[config.mk]
export PLATFORM = sky130hd
export DESIGN_NAME = dmem_ctrl
export DESIGN_NICKNAME = d
export VERILOG_FILES = /design/src/rtl/dmem_ctrl.sv
export SDC_FILE = /design/constraint.sdc
export NUM_CORES = 1
export LEC_CHECK = 0
export CAP_MARGIN = 20
export CORE_ASPECT_RATIO = 1.1
export CORE_MARGIN = 2
export CORE_UTILIZATION = 40
export DETAILED_ROUTE_END_ITERATION = 8
export DONT_BUFFER_PORTS = 1
export SETUP_SLACK_MARGIN = 0.2
export SLEW_MARGIN = 20
export SYNTH_ARGS = -nofsm -noshare
export SYNTH_HDL_FRONTEND = slang
export SYNTH_SLANG_ARGS = --single-unit
[constraint.sdc]
create_clock -name clk -period 6.4 [get_ports clk]
set_clock_uncertainty 0.1 [all_clocks]
set_input_delay 0.32 -clock clk [delete_from_list [all_inputs] [get_ports clk]]
set_output_delay 0.32 -clock clk [all_outputs]
set_load 0.03 [all_outputs]
[src/rtl/dmem_ctrl.sv]
// Memory-stage data-bus controller: issues one held bus request per load/store,
// stalls the pipeline while busy, traps misaligned accesses and extends load data.
module dmem_ctrl (
  input  logic        clk,
  input  logic        reset,
  input  logic        req_valid,
  input  logic        req_write,
  input  logic [63:0] req_addr,
  input  logic [2:0]  req_msize,
  input  logic        req_unsigned,
  input  logic [63:0] req_wd,
  input  logic [7:0]  req_strobe,
  output logic        dreq_valid,
  output logic [63:0] dreq_addr,
  output logic [2:0]  dreq_size,
  output logic [7:0]  dreq_strobe,
  output logic [63:0] dreq_data,
  input  logic        dresp_data_ok,
  input  logic [63:0] dresp_data,
  output logic        stall,
  output logic        done,
  output logic [63:0] rdata,
  output logic        misalign
);

  localparam int unsigned XLEN  = 64;
  localparam int unsigned STRBW = XLEN / 8;

  localparam logic [2:0] MSIZE1 = 3'b000;
  localparam logic [2:0] MSIZE2 = 3'b001;
  localparam logic [2:0] MSIZE4 = 3'b010;
  localparam logic [2:0] MSIZE8 = 3'b011;

  typedef enum logic [1:0] {S_IDLE, S_BUSY, S_DONE} state_t;

  state_t            r_state;
  state_t            w_next;
  logic              r_write;
  logic              r_unsigned;
  logic              w_misaligned;
  logic              w_accept;
  logic              w_trap;
  logic              w_complete;
  logic [XLEN-1:0]   w_shifted;
  logic [XLEN-1:0]   w_load;

  // Undefined sizes fall through to the default and are trapped as misaligned
  always_comb begin
    w_misaligned = 1'b1;
    case (req_msize)
      MSIZE1:  w_misaligned = 1'b0;
      MSIZE2:  w_misaligned = req_addr[0];
      MSIZE4:  w_misaligned = |req_addr[1:0];
      MSIZE8:  w_misaligned = |req_addr[2:0];
      default: w_misaligned = 1'b1;
    endcase
  end

  always_ff @(posedge clk or posedge reset) begin
    if (reset) r_state <= S_IDLE;
    else       r_state <= w_next;
  end

  always_comb begin
    w_next = r_state;
    case (r_state)
      S_IDLE:  if (req_valid) w_next = w_misaligned ? S_DONE : S_BUSY;
      S_BUSY:  if (dresp_data_ok) w_next = S_DONE;
      S_DONE:  w_next = S_IDLE;
      default: w_next = S_IDLE;
    endcase
  end

  always_comb begin
    w_accept   = 1'b0;
    w_trap     = 1'b0;
    w_complete = 1'b0;
    stall      = 1'b0;
    case (r_state)
      S_IDLE: begin
        w_accept = req_valid & ~w_misaligned;
        w_trap   = req_valid &  w_misaligned;
        stall    = req_valid & ~reset;
      end
      S_BUSY: begin
        w_complete = dresp_data_ok;
        stall      = ~reset;
      end
      default: ;
    endcase
  end

  // Pick the addressed lane out of the doubleword, then extend from its MSB
  always_comb begin
    w_shifted = dresp_data >> {dreq_addr[2:0], 3'b000};
    w_load    = '0;
    if (!r_write) begin
      case (dreq_size)
        MSIZE1:  w_load = {{(XLEN-8){w_shifted[7]   & ~r_unsigned}}, w_shifted[7:0]};
        MSIZE2:  w_load = {{(XLEN-16){w_shifted[15] & ~r_unsigned}}, w_shifted[15:0]};
        MSIZE4:  w_load = {{(XLEN-32){w_shifted[31] & ~r_unsigned}}, w_shifted[31:0]};
        MSIZE8:  w_load = w_shifted;
        default: w_load = '0;
      endcase
    end
  end

  always_ff @(posedge clk or posedge reset) begin
    if (reset) begin
      dreq_valid  <= 1'b0;
      dreq_addr   <= '0;
      dreq_size   <= '0;
      dreq_strobe <= '0;
      dreq_data   <= '0;
      r_write     <= 1'b0;
      r_unsigned  <= 1'b0;
      done        <= 1'b0;
      rdata       <= '0;
      misalign    <= 1'b0;
    end else begin
      done <= w_trap | w_complete;
      if (w_accept) begin
        dreq_valid  <= 1'b1;
        dreq_addr   <= req_addr;
        dreq_size   <= req_msize;
        dreq_strobe <= req_write ? req_strobe : STRBW'(0);
        dreq_data   <= req_write ? req_wd : XLEN'(0);
        r_write     <= req_write;
        r_unsigned  <= req_unsigned;
      end else if (w_complete) begin
        dreq_valid <= 1'b0;
      end
      if (w_trap) begin
        misalign <= 1'b1;
        rdata    <= '0;
      end else if (w_complete) begin
        misalign <= 1'b0;
        rdata    <= w_load;
      end
    end
  end

endmodule

==> flow_metrics.tcl <==
set metrics [dict create \
    dpl.cell_count 1088 \
    wl_per_cell_um 24.0 \
    run_status "finished clean" \
    reg2reg_slack_ps 3410 \
    path_clk_slew_ps 60 \
    cts_root_buf "clkbuf_16" \
    grt_antenna_before_repair 2 \
    max_cap_violations 0 \
    dr_wl_met2_um 16400 \
    post_cts_buffers 0 \
    cts_sinks 210 \
    startpoint_type "register" \
    yosysTopAreaCellShare_pct 52.7 \
    cts_buffers 24 \
    yosysWarningCount 0 \
    portBuffers 0 \
    stdcell_count 1356 \
    area_growth_pct 30.9 \
    synthTopCellsByArea "dfrtp_1, mux2_1, nand2_1" \
    finalNetCount 1236 \
    slew_headroom_pct 24.8 \
    max_stage_delay_ps 810 \
    netlist_area_um2 9970 \
    synth.top_cells.by_count "dfrtp_1, nand2_1, o21ai_1" \
    overflow 0 \
    hp-class "in2reg" \
    met3_length_um 3530 \
    clock_path_buffers 3 \
    grtUsageTotal_pct 24.1 \
    tritoncts "built" \
    critPathKind "reg2reg" \
    final_util_pct 53.3 \
    timing.final.crit_share_pct 46.8 \
    arrival_ps 3340 \
    wirelength_met1_um 11600 \
    start_util_pct 40.7 \
    synthesis.nets 1052 \
    cp_max_fo 55 \
    critPathRequiredTime_ps 6750 \
    avgSynthCellArea_um2 11.8 \
    clock_latency_ps 520 \
    hold_viol_final 0 \
    tightest_slew_ps 1120 \
    via_count 7716 \
    grt_pass1_vias 8111 \
    dpl.hpwl_um 20500 \
    grt_pass1_wl_um 49100 \
    core_um2 24500 \
    yosysSeqAreaShare_pct 52.7 \
    synth_ff_type "dfrtp_1" \
    yosysMostFrequentCell "dfrtp_1" \
    ios 416 \
    vias_per_cell 5.69 \
    critPathSlowestCell "a31oi_4" \
    drt_iter0_markers 492 \
    synth_seq_cells 210 \
    slew_viol_final 0 \
    synth_cells 843 \
    cp_cell_sequence "buf_4, mux2_4, a2bb2oi_2, nand4_4, a31oi_4, a221o_1" \
    setup_viol 0 \
    timing.fmax_mhz 334 \
    top_layer "met5" \
    endpoint_kind "register" \
    ant_nets 0 \
    async_flop_share_pct 100 \
    dieArea_um2 26200 \
    num-fill-cells 2041 \
    finalSetupTns_ps 0 \
    synth-edff-count 0 \
    drtPass1Iterations 7 \
    yosysTopAreaCell "dfrtp_1" \
    grt_max_degree 187 \
    min_period_ps 2990 \
    drcViolationCount 0 \
    row_count 60 \
    drive_gt1_share_pct 11.1 \
    rsz0062_at_grt "no" \
    ctsResizeCount 0 \
    chipWidth_um 155 \
    place.gp.congestion 0.814 \
    p_leak_uw 0.00572 \
    dieHeight_um 170 \
    wl_um 32500 \
    htreeDepth 1 \
    cellPowerDensity_nw_per_um2 393 \
    ir_drop_mv 0.239 \
    ys_types 55 \
]
-- critical path, delay by kind of cell, from the launching register on --
kind	cells	cell delay (ps)
compound gates	3	1250
buf+inv	1	610
flops	1	480
mux	1	310
simple gates	1	150
-- state kept, by name, summed over array words and instances (netlist names) --
signal and count:
r_write 1, dreq_valid 1, dreq_data 64, misalign 1, dreq_addr 64, done 1
dreq_strobe 8, r_state 2, rdata 64, r_unsigned 1, dreq_size 3
-- metrics by stage --
stage / setup WS, ps / cell area, um2 / total power (uW) / hold slack (ps)
global route: 3210 / 13100 / 5370 / 14.6
finish: 3410 / 13100 / 5130 / 18.2
CTS: 3390 / 13100 / 5150 / 0.520
global placement: 3490 / 9990 / 3570 / 315
floorplan: 242 / 9970 / 3360 / 311
detailed placement: 3430 / 9990 / 3590 / 317
-- repair_timing --
action                                  CTS  global route
endpoints found under the hold margin   297             0
hold buffers                            223             0
endpoints found under the setup margin    0             0
-- kinds of logic (layout without fill, tap and decap cells) --
family	after synthesis	after routing	share of synthesized area [%]
AO/OA/AOI/OAI	181	181	13.2
buffers and inverters	83	285	5.08
flip-flops	210	210	52.7
multiplexers	153	153	19.2
other	0	1	0
AND/OR/NAND/NOR	216	216	9.77
-- report_power, final --
part | total [uW] | internal, uW | leakage (uW) | switching [uW]
clock network | 1440 | 863 | 0.000410 | 574
registers | 2560 | 1630 | 0.00272 | 930
logic | 1130 | 552 | 0.00259 | 579
total | 5130 | 3050 | 0.00572 | 2080
-- worst paths after layout --
kind | from | end | cells past startpoint
setup / recovery | dreq_addr[1] | rdata[55] | 6
hold / removal | dresp_data_ok | dreq_valid | 3
setup reg to reg | dreq_addr[1] | rdata[55] | 6
hold reg to reg | r_write | r_write | 1
max in group asynchronous | reset | dreq_data[5] | 3
min in group asynchronous | reset | dreq_data[60] | 2
-- metal layers --
layer / up-vias / track usage (%)
met4: 2 / 7.73
met1: 3863 / 27.4
met2: 375 / 41.7
met5: - / 0
li1: 3415 / -
met3: 61 / 9.60
-- placed cells by master, fill, tap and decap left out, drive strengths merged, types with 2 or more instances in the layout --
cell type / Yosys / layout
a211o: 8 / 8
a21o: 4 / 4
a21oi: 4 / 4
a221o: 47 / 47
a31oi: 2 / 2
buf: 50 / 7
bufinv: 0 / 3
clkbuf: 22 / 31
clkinv: 0 / 7
dfrtp: 210 / 210
dlygate4sd3: 0 / 223
inv: 11 / 13
mux2: 84 / 84
mux2i: 47 / 47
mux4: 22 / 22
nand2: 167 / 167
nand2b: 4 / 4
nand3: 4 / 4
nand3b: 2 / 2
nand4: 3 / 3
nor2: 18 / 18
nor2b: 6 / 6
nor3: 2 / 2
nor4: 2 / 2
o21ai: 81 / 81
o22ai: 15 / 15
o2bb2ai: 15 / 15
-- final cells by class --
type	count	area (um2)	share of cell area [%]
diodes	1	2.50	0.0192
clock buffers	31	667	5.11
clock inverters	13	165	1.27
inverters	11	48.8	0.374
multi-input cells	550	4230	32.4
flip-flops and latches	210	5260	40.3
well taps	310	388	2.97
repair buffers	230	2300	17.6
Note: power is estimated with default switching activity, not from simulation.
